[src/rtl/phy_ts_os_receiver.sv]
// -----------------------------------------------------------------------------
// phy_ts_os_receiver
//
// Receive-side TS1/TS2 ordered-set parser for one PHY lane. Consumes the
// 8b/10b-decoded symbol stream, frames 16-symbol training sets that begin
// with COM, captures the link/lane/N_FTS/rate/training-control fields, and
// counts consecutive identical sets so LTSSM Polling/Config can see lock.
//
// Parameters
//   MATCH_COUNT  consecutive identical sets needed for ts1_locked/ts2_locked
//   CNT_W        width of ts_match_cnt; the count saturates at 2**CNT_W-1
//
// Ports
//   clk            lane symbol clock
//   rst_n          asynchronous active-low reset
//   rx_valid       symbol valid this cycle
//   rx_data        decoded symbol
//   rx_datak       1 = K symbol
//   os_valid       1-cycle pulse: a well-formed TS was captured
//   os_is_ts2      type of the captured set (0 = TS1, 1 = TS2)
//   os_link_num    symbol 1 (0xF7 = PAD)
//   os_lane_num    symbol 2 (0xF7 = PAD)
//   os_n_fts       symbol 3
//   os_rate_id     symbol 4
//   os_train_ctrl  symbol 5
//   os_err         1-cycle pulse: malformed or aborted set
//   ts_match_cnt   consecutive identical TS count
//   ts1_locked     count >= MATCH_COUNT and last set was TS1
//   ts2_locked     count >= MATCH_COUNT and last set was TS2
//   skp_seen       1-cycle pulse: a SKP ordered set ended (filter build only)
//
// Build option
//   PHY_TS_SKP_FILTER_EN  when defined, COM followed by SKP is recognised as a
//                         SKP ordered set and absorbed without error; the
//                         skp_seen port exists only in that build.
// -----------------------------------------------------------------------------
module phy_ts_os_receiver #(
    parameter int MATCH_COUNT = 8,
    parameter int CNT_W       = 4
) (
    input  logic             clk,
    input  logic             rst_n,
    input  logic             rx_valid,
    input  logic [7:0]       rx_data,
    input  logic             rx_datak,
    output logic             os_valid,
    output logic             os_is_ts2,
    output logic [7:0]       os_link_num,
    output logic [7:0]       os_lane_num,
    output logic [7:0]       os_n_fts,
    output logic [7:0]       os_rate_id,
    output logic [7:0]       os_train_ctrl,
    output logic             os_err,
    output logic [CNT_W-1:0] ts_match_cnt,
    output logic             ts1_locked,
    output logic             ts2_locked
`ifdef PHY_TS_SKP_FILTER_EN
    ,
    output logic             skp_seen
`endif
);

    localparam logic [7:0] SYM_COM = 8'hBC;
    localparam logic [7:0] SYM_PAD = 8'hF7;
    localparam logic [7:0] SYM_SKP = 8'h1C;
    localparam logic [7:0] ID_TS1  = 8'h4A;
    localparam logic [7:0] ID_TS2  = 8'h45;

    localparam logic [CNT_W-1:0] CNT_MAX = {CNT_W{1'b1}};
    localparam logic [CNT_W-1:0] CNT_ONE = CNT_W'(1);
    localparam logic [CNT_W-1:0] CNT_THR = CNT_W'(MATCH_COUNT);

    // HUNT waits for COM, FIELDS holds symbols 1..5, IDENT holds 6..15,
    // SKP absorbs the body of a SKP ordered set (filter build only).
    typedef enum logic [1:0] {
        S_HUNT   = 2'd0,
        S_FIELDS = 2'd1,
        S_IDENT  = 2'd2,
        S_SKP    = 2'd3
    } state_t;

    state_t     state;
    state_t     state_next;
    logic [3:0] idx;        // position of the symbol expected next, 1..15
    logic [3:0] idx_next;

    // Symbol decode
    logic is_com;
    logic is_pad;
    logic is_skp;
    logic sym_ok;           // symbol is legal at the current position
    logic skp_enter;        // COM+SKP recognised as a SKP ordered set

    // Field capture for the set in flight
    logic [7:0] link_q;
    logic [7:0] lane_q;
    logic [7:0] nfts_q;
    logic [7:0] rate_q;
    logic [7:0] ctrl_q;
    logic [7:0] id_q;

    // Per-cycle events and next values of the registered outputs
    logic             err_evt;
    logic             done_evt;
    logic             new_ts2;
    logic             same_set;
    logic             type_next;
    logic [CNT_W-1:0] cnt_next;
    logic             lock1_next;
    logic             lock2_next;

    assign is_com = rx_datak && (rx_data == SYM_COM);
    assign is_pad = rx_datak && (rx_data == SYM_PAD);
    assign is_skp = rx_datak && (rx_data == SYM_SKP);

`ifdef PHY_TS_SKP_FILTER_EN
    logic skp_evt;
    assign skp_enter = (state == S_FIELDS) && (idx == 4'd1) && rx_valid && is_skp;
    // Any valid non-SKP symbol closes the SKP set; it is then judged as in HUNT.
    assign skp_evt   = (state == S_SKP) && rx_valid && !is_skp;
`else
    assign skp_enter = 1'b0;
`endif

    // Positional legality. COM and SKP are K symbols other than PAD, so they
    // are never legal inside a set and fall out as violations here.
    always_comb begin
        sym_ok = 1'b0;
        if (state == S_FIELDS) begin
            if (idx <= 4'd2) begin
                sym_ok = !rx_datak || is_pad;
            end else begin
                sym_ok = !rx_datak;
            end
        end else if (state == S_IDENT) begin
            if (idx == 4'd6) begin
                sym_ok = !rx_datak && ((rx_data == ID_TS1) || (rx_data == ID_TS2));
            end else begin
                sym_ok = !rx_datak && (rx_data == id_q);
            end
        end
    end

    // -------------------------------------------------------------------------
    // FSM: state register
    // -------------------------------------------------------------------------
    // NOTE: sequential state uses non-blocking assignments so every register
    // samples the values from before the edge, independent of block order.
    always_ff @(posedge clk or negedge rst_n) begin
        if (!rst_n) begin
            state <= S_HUNT;
            idx   <= 4'd0;
        end else begin
            state <= state_next;
            idx   <= idx_next;
        end
    end

    // -------------------------------------------------------------------------
    // FSM: next state
    // -------------------------------------------------------------------------
    // NOTE: every combinational output gets a default first so no path leaves
    // it unassigned, which would otherwise infer a latch.
    always_comb begin
        state_next = state;
        idx_next   = idx;
        case (state)
            S_HUNT: begin
                if (rx_valid && is_com) begin
                    state_next = S_FIELDS;
                    idx_next   = 4'd1;
                end
            end
            S_FIELDS, S_IDENT: begin
                if (!rx_valid) begin
                    state_next = S_HUNT;
                end else if (is_com) begin
                    // Violation, but this COM already opens the next set.
                    state_next = S_FIELDS;
                    idx_next   = 4'd1;
                end else if (skp_enter) begin
                    state_next = S_SKP;
                end else if (!sym_ok) begin
                    state_next = S_HUNT;
                end else if (idx == 4'd15) begin
                    state_next = S_HUNT;
                end else begin
                    idx_next = idx + 4'd1;
                    if (idx == 4'd5) begin
                        state_next = S_IDENT;
                    end
                end
            end
            S_SKP: begin
                if (rx_valid && !is_skp) begin
                    if (is_com) begin
                        state_next = S_FIELDS;
                        idx_next   = 4'd1;
                    end else begin
                        state_next = S_HUNT;
                    end
                end
            end
            default: begin
                state_next = S_HUNT;
            end
        endcase
    end

    // -------------------------------------------------------------------------
    // FSM: outputs (events and next values of the registered outputs)
    // -------------------------------------------------------------------------
    always_comb begin
        err_evt  = 1'b0;
        done_evt = 1'b0;
        if ((state == S_FIELDS) || (state == S_IDENT)) begin
            if (!rx_valid) begin
                err_evt = 1'b1;
            end else if (!sym_ok && !skp_enter) begin
                err_evt = 1'b1;
            end else if ((state == S_IDENT) && (idx == 4'd15)) begin
                done_evt = 1'b1;
            end
        end

        // Compare against the previous completed set, which is exactly what
        // the os_* outputs hold (they never move on an aborted set).
        new_ts2  = (id_q == ID_TS2);
        same_set = (ts_match_cnt != '0)
                && (new_ts2 == os_is_ts2)
                && (link_q  == os_link_num)
                && (lane_q  == os_lane_num)
                && (nfts_q  == os_n_fts)
                && (rate_q  == os_rate_id)
                && (ctrl_q  == os_train_ctrl);

        cnt_next = ts_match_cnt;
        if (done_evt) begin
            if (!same_set) begin
                cnt_next = CNT_ONE;
            end else if (ts_match_cnt != CNT_MAX) begin
                cnt_next = ts_match_cnt + CNT_ONE;
            end
        end else if (err_evt) begin
            cnt_next = '0;
        end

        type_next  = done_evt ? new_ts2 : os_is_ts2;
        lock1_next = (cnt_next != '0) && (cnt_next >= CNT_THR) && !type_next;
        lock2_next = (cnt_next != '0) && (cnt_next >= CNT_THR) &&  type_next;
    end

    // -------------------------------------------------------------------------
    // Field capture
    // -------------------------------------------------------------------------
    // NOTE: capture registers are deliberately not reset: each is written at
    // its position before anything reads it, and the visible os_* copies are.
    always_ff @(posedge clk) begin
        if (rx_valid && sym_ok) begin
            if (state == S_FIELDS) begin
                case (idx)
                    4'd1:    link_q <= rx_data;
                    4'd2:    lane_q <= rx_data;
                    4'd3:    nfts_q <= rx_data;
                    4'd4:    rate_q <= rx_data;
                    4'd5:    ctrl_q <= rx_data;
                    default: ;
                endcase
            end else if ((state == S_IDENT) && (idx == 4'd6)) begin
                id_q <= rx_data;
            end
        end
    end

    // -------------------------------------------------------------------------
    // Registered outputs
    // -------------------------------------------------------------------------
    always_ff @(posedge clk or negedge rst_n) begin
        if (!rst_n) begin
            os_valid      <= 1'b0;
            os_err        <= 1'b0;
            os_is_ts2     <= 1'b0;
            os_link_num   <= 8'h00;
            os_lane_num   <= 8'h00;
            os_n_fts      <= 8'h00;
            os_rate_id    <= 8'h00;
            os_train_ctrl <= 8'h00;
            ts_match_cnt  <= '0;
            ts1_locked    <= 1'b0;
            ts2_locked    <= 1'b0;
        end else begin
            os_valid     <= done_evt;
            os_err       <= err_evt;
            ts_match_cnt <= cnt_next;
            ts1_locked   <= lock1_next;
            ts2_locked   <= lock2_next;
            if (done_evt) begin
                os_is_ts2     <= new_ts2;
                os_link_num   <= link_q;
                os_lane_num   <= lane_q;
                os_n_fts      <= nfts_q;
                os_rate_id    <= rate_q;
                os_train_ctrl <= ctrl_q;
            end
        end
    end

`ifdef PHY_TS_SKP_FILTER_EN
    always_ff @(posedge clk or negedge rst_n) begin
        if (!rst_n) begin
            skp_seen <= 1'b0;
        end else begin
            skp_seen <= skp_evt;
        end
    end
`endif

endmodule
[config.mk]
export PLATFORM = sky130hd
export DESIGN_NAME = phy_ts_os_receiver
export DESIGN_NICKNAME = d
export VERILOG_FILES = /design/src/rtl/phy_ts_os_receiver.sv
export SDC_FILE = /design/constraint.sdc
export NUM_CORES = 1
export LEC_CHECK = 0
export ABC_AREA = 1
export CORE_MARGIN = 2
export CORE_UTILIZATION = 56
export DETAILED_ROUTE_END_ITERATION = 12
export GPL_TIMING_DRIVEN = 0
export MAX_ROUTING_LAYER = met4
export PLACE_DENSITY = 0.84
export RECOVER_POWER = 100
export SLEW_MARGIN = 5
export SYNTH_ARGS = -nofsm -noshare
export SYNTH_HDL_FRONTEND = slang
export SYNTH_SLANG_ARGS = --single-unit
export TNS_END_PERCENT = 5
[constraint.sdc]
create_clock -name clk -period 3.6 [get_ports clk]
set_input_delay 0.72 -clock clk [delete_from_list [all_inputs] [get_ports clk]]
set_output_delay 0.72 -clock clk [all_outputs]
set_load 0.02 [all_outputs]
==> reports/summary.txt <==
outcome = complete, but fails checks
violated checks = max-capacitance violations, max-slew violations
routed vias = 3,760
mean instance size in the synthesized netlist = 9.61 µm²
post-detail-place hpwl = 7.89 mm
category of the worst setup path capture point = flop
final max-slew violation count = 32
I/O pin cnt = 61
Num CTS Buffers = 9
Register-to-Register Path Depth = 11
CP Capture Point = lane_q[5]$_DFFE_PP_
standard-cell row count = 34
All-Layer GR Usage = 0.247
final hold violation count = 0
Placed Instances = 679
fraction of the core area covered by cells at the end of the flow = 0.673
clock sinks = 103
buffer levels on the longest clock path = 2
Synth Register Bits = 103
Nets = 605
type of origin of the critical path = input port
share of layout cells above drive strength 1 = 0.0511
relative slew slack = -0.0319
maximum clock frequency = 288 MHz
Critical-path top delay cell = sky130_fd_sc_hd__dlygate4sd3_1
Placeable Area = 8590 µm²
Critical Path RT = 3.60 ns
clock tree from TritonCTS = done
Initial DRC Count = 264
Reg clk slew, reported paths = 0.10 ns
first-pass GRT wire length = 17.8 mm
leakage = 2.70 nW
fraction of post-synthesis cell area in the top cell type by area = 0.294
post-layout instance area = 5780 µm²
full die area = 9520 µm²
reported max-cap violation count = 1
ant diodes = 0
Hold Crit Class = flop to flop
endpoint arrival time on the critical path = 3.47 ns
register-to-register setup slack = 0.62 ns
count of cell types in the netlist = 31
worst slack on hold paths = 0.496 ns
most frequent cell on the critical path = sky130_fd_sc_hd__nand2_1
synthesized cell area = 4900 µm²
global route total overflow = 0
maximum level of the CTS H-tree = 3
Starting Density = 0.570
timing startpoint of the critical path = rx_data[2]
RSZ-0062 raised after global routing = false
critical path's largest stage delay = 0.91 ns
height of the die = 97.6 µm
post-synthesis cell type with the largest combined area = sky130_fd_sc_hd__edfxtp_1
antenna violations before repair = 0
Cell Area, Placed = 5670 µm²
number of logic stages on the critical path including buffering = 9
detail-routed via count per cell = 5.41
vias in the first global route = 3,688
Pwr per Cell Area = 424 nW/µm²
final clock period utilization by the worst path = 0.966
critical setup path kind = input port to flop
growth of design area from synthesis to finish = 17.9%
WL per Instance = 16.0 µm
count of mapped cells out of synthesis = 510
largest net degree at the start of global routing = 32
peak supply drop = 0.000326 V
end of the worst register-to-register path = lane_q[5]$_DFFE_PP_
sequence of cells on the critical path = dlygate4sd3_1 > nand2_1 > nor3_1 > o21ai_0 > nand2_1 > nand2_1 > a21oi_2 > nand2_1 > nor3b_2
Power, Total = 2.45 mW
count of endpoints failing setup in the final report = 0
synthesized netlist net count = 533
number of nets with antenna violations after detailed routing = 0
DIE WIDTH = 97.6 µm
time the final worst path needs with I/O delays and setup = 3.48 ns
number of remaining DRC errors = 0
launching point of the worst reg2reg path = idx[0]$_DFFE_PN0P_
Crit path max-delay family = simple AND/OR/NAND/NOR gates
number of standard cells in the final layout excluding fillers = 695
CTS Hold Bufs = 0
Max Fanout on Critical Path = 11
post-CTS setup buffer count = 0
cell at the root of the clock tree = sky130_fd_sc_hd__clkbuf_8
share of synthesized area occupied by flip-flops and latches = 0.575
number of warnings reported in the yosys synthesis log = 0
clock insertion delay at the later pin of the skew report = 0.38 ns
clk_skew = 0.0168 ns
post-CTS sizing = 0
total routed wirelength = 11.1 mm
cells taking the most area after synthesis = sky130_fd_sc_hd__edfxtp_1 29%, sky130_fd_sc_hd__dfrtp_1 28%, sky130_fd_sc_hd__nand2_1 14%
# port buffers = 60
slew at the pin closest to its max-slew limit = 1.55 ns
sum of buffers and inverters on the critical path = 1
final RePlAce weighted congestion = 0.912
iteration count of the initial detailed-routing pass = 5
synth_stat cells:
| cell type | instances |
|---|---|
| sky130_fd_sc_hd__xor2_1 | 9 |
| sky130_fd_sc_hd__o22ai_1 | 3 |
| sky130_fd_sc_hd__nand3_1 | 16 |
| sky130_fd_sc_hd__edfxtp_1 | 48 |
| sky130_fd_sc_hd__ha_1 | 11 |
| sky130_fd_sc_hd__nand3b_4 | 1 |
| sky130_fd_sc_hd__a21boi_0 | 1 |
| sky130_fd_sc_hd__nand3_4 | 2 |
| sky130_fd_sc_hd__nand4_1 | 17 |
| sky130_fd_sc_hd__buf_2 | 5 |
| sky130_fd_sc_hd__dfrtp_1 | 55 |
| sky130_fd_sc_hd__nor4_1 | 2 |
| sky130_fd_sc_hd__inv_1 | 46 |
| sky130_fd_sc_hd__buf_6 | 3 |
| sky130_fd_sc_hd__nand2_2 | 2 |
| sky130_fd_sc_hd__nand4_4 | 1 |
| sky130_fd_sc_hd__o21bai_1 | 1 |
| sky130_fd_sc_hd__o211ai_1 | 1 |
| sky130_fd_sc_hd__o21ai_0 | 9 |
| sky130_fd_sc_hd__nor2_8 | 1 |
| sky130_fd_sc_hd__nor3_1 | 10 |
| sky130_fd_sc_hd__xnor2_1 | 29 |
| sky130_fd_sc_hd__o21ai_1 | 15 |
| sky130_fd_sc_hd__nand2_4 | 1 |
| sky130_fd_sc_hd__nand3_2 | 1 |
| sky130_fd_sc_hd__nor2_2 | 1 |
| sky130_fd_sc_hd__nand2_1 | 182 |
| sky130_fd_sc_hd__nor3b_1 | 2 |
| sky130_fd_sc_hd__a21oi_2 | 1 |
| sky130_fd_sc_hd__nor2_1 | 30 |
| sky130_fd_sc_hd__inv_2 | 4 |
worst min-delay path by stage:
stage                                   start                           end  cells after the start  slack [ns]
after floorplan                         rst_n            idx[0]$_DFFE_PN0P_                      0        0.42
after global placement    nfts_q[5]$_DFFE_PP_       os_n_fts[5]$_DFFE_PN0N_                      2        0.47
after detailed placement  ctrl_q[6]$_DFFE_PP_  os_train_ctrl[6]$_DFFE_PN0N_                      2        0.48
after CTS                               rst_n    os_lane_num[7]$_DFFE_PN0N_                      1        0.37
after global routing      link_q[5]$_DFFE_PP_    os_link_num[5]$_DFFE_PN0N_                      2        0.51
final                     link_q[5]$_DFFE_PP_    os_link_num[5]$_DFFE_PN0N_                      2        0.50
per-stage QoR:
stage	setup TNS (ns)	setup slack, ns
floorplan	0	0.961
CTS	0	0.192
finish	0	0.123
global route	0	0.0453
detailed placement	-7.71	-0.248
global placement	-16.42	-0.695
sequential cells by signal, indices dropped and copies added (netlist names), 4 cells and up:
name and cells:
os_train_ctrl 8, link_q 8, lane_q 8, rate_q 8
os_link_num 8, os_lane_num 8, os_n_fts 8, idx 4
ts_match_cnt 4, nfts_q 8, ctrl_q 8, os_rate_id 8
id_q 8
per-layer routing:
layer | up-vias | part of all wire | wire length, µm | track usage
met2 | 151 | 0.51 | 5710 | 0.418
met1 | 1789 | 0.40 | 4400 | 0.293
li1 | 1797 | - | - | -
met4 | 0 | 0.027 | 296 | 0.0876
met3 | 23 | 0.061 | 681 | 0.0554
met5 | - | 0 | 0 | -
cell families (layout without fill, tap and decap cells):
logic type               count (synthesis)  count (layout)  share of synthesized area
AO/OA/AOI/OAI                           31              31                     0.0347
XOR/XNOR                                38              38                     0.0679
adder cells (fa/ha/maj)                 11              11                     0.0281
buffers and inverters                   58             135                     0.0503
flip-flops                             103             103                      0.575
AND/OR/NAND/NOR                        269             269                      0.244
power breakdown:
part	internal (mW)	switching, mW	total, mW
clock network	0.311	0.423	0.734
logic	0.139	0.271	0.409
registers	1.27	0.0328	1.31
area by class of cell:
cell class | count | area (µm²)
Clock buffer | 10 | 149
Clock inverter | 6 | 60.1
Timing Repair Buffer | 61 | 598
Sequential cell | 103 | 2820
Tap cell | 108 | 135
Inverter | 50 | 188
Buffer | 8 | 32.5
Fill cell | 655 | 2810
Multi-Input combinational cell | 349 | 1800
cell usage in the layout (no fill, tap or decap), types with 11 or more instances in the layout:
master and n:
sky130_fd_sc_hd__dfrtp_1 55, sky130_fd_sc_hd__dlygate4sd3_1 54, sky130_fd_sc_hd__edfxtp_1 48, sky130_fd_sc_hd__ha_1 11, sky130_fd_sc_hd__inv_1 46, sky130_fd_sc_hd__nand2_1 183, sky130_fd_sc_hd__nand3_1 18, sky130_fd_sc_hd__nand4_1 18
sky130_fd_sc_hd__nor2_1 31, sky130_fd_sc_hd__o21ai_0 20, sky130_fd_sc_hd__xnor2_1 29
worst reg2reg max path, stage by stage, from the launching register on:
cell and delay [ns]:
sky130_fd_sc_hd__dfrtp_1 0.43, sky130_fd_sc_hd__inv_1 0.11, sky130_fd_sc_hd__ha_1 0.24, sky130_fd_sc_hd__nand3_1 0.16, sky130_fd_sc_hd__nand3_1 0.10, sky130_fd_sc_hd__nor2_1 0.09
sky130_fd_sc_hd__nand2_1 0.06, sky130_fd_sc_hd__nand2_1 0.06, sky130_fd_sc_hd__nand2_1 0.12, sky130_fd_sc_hd__a21oi_2 0.25, sky130_fd_sc_hd__nand2_1 0.17, sky130_fd_sc_hd__nor3b_2 0.82
No activity file was read; power rests on OpenSTA's default activity.
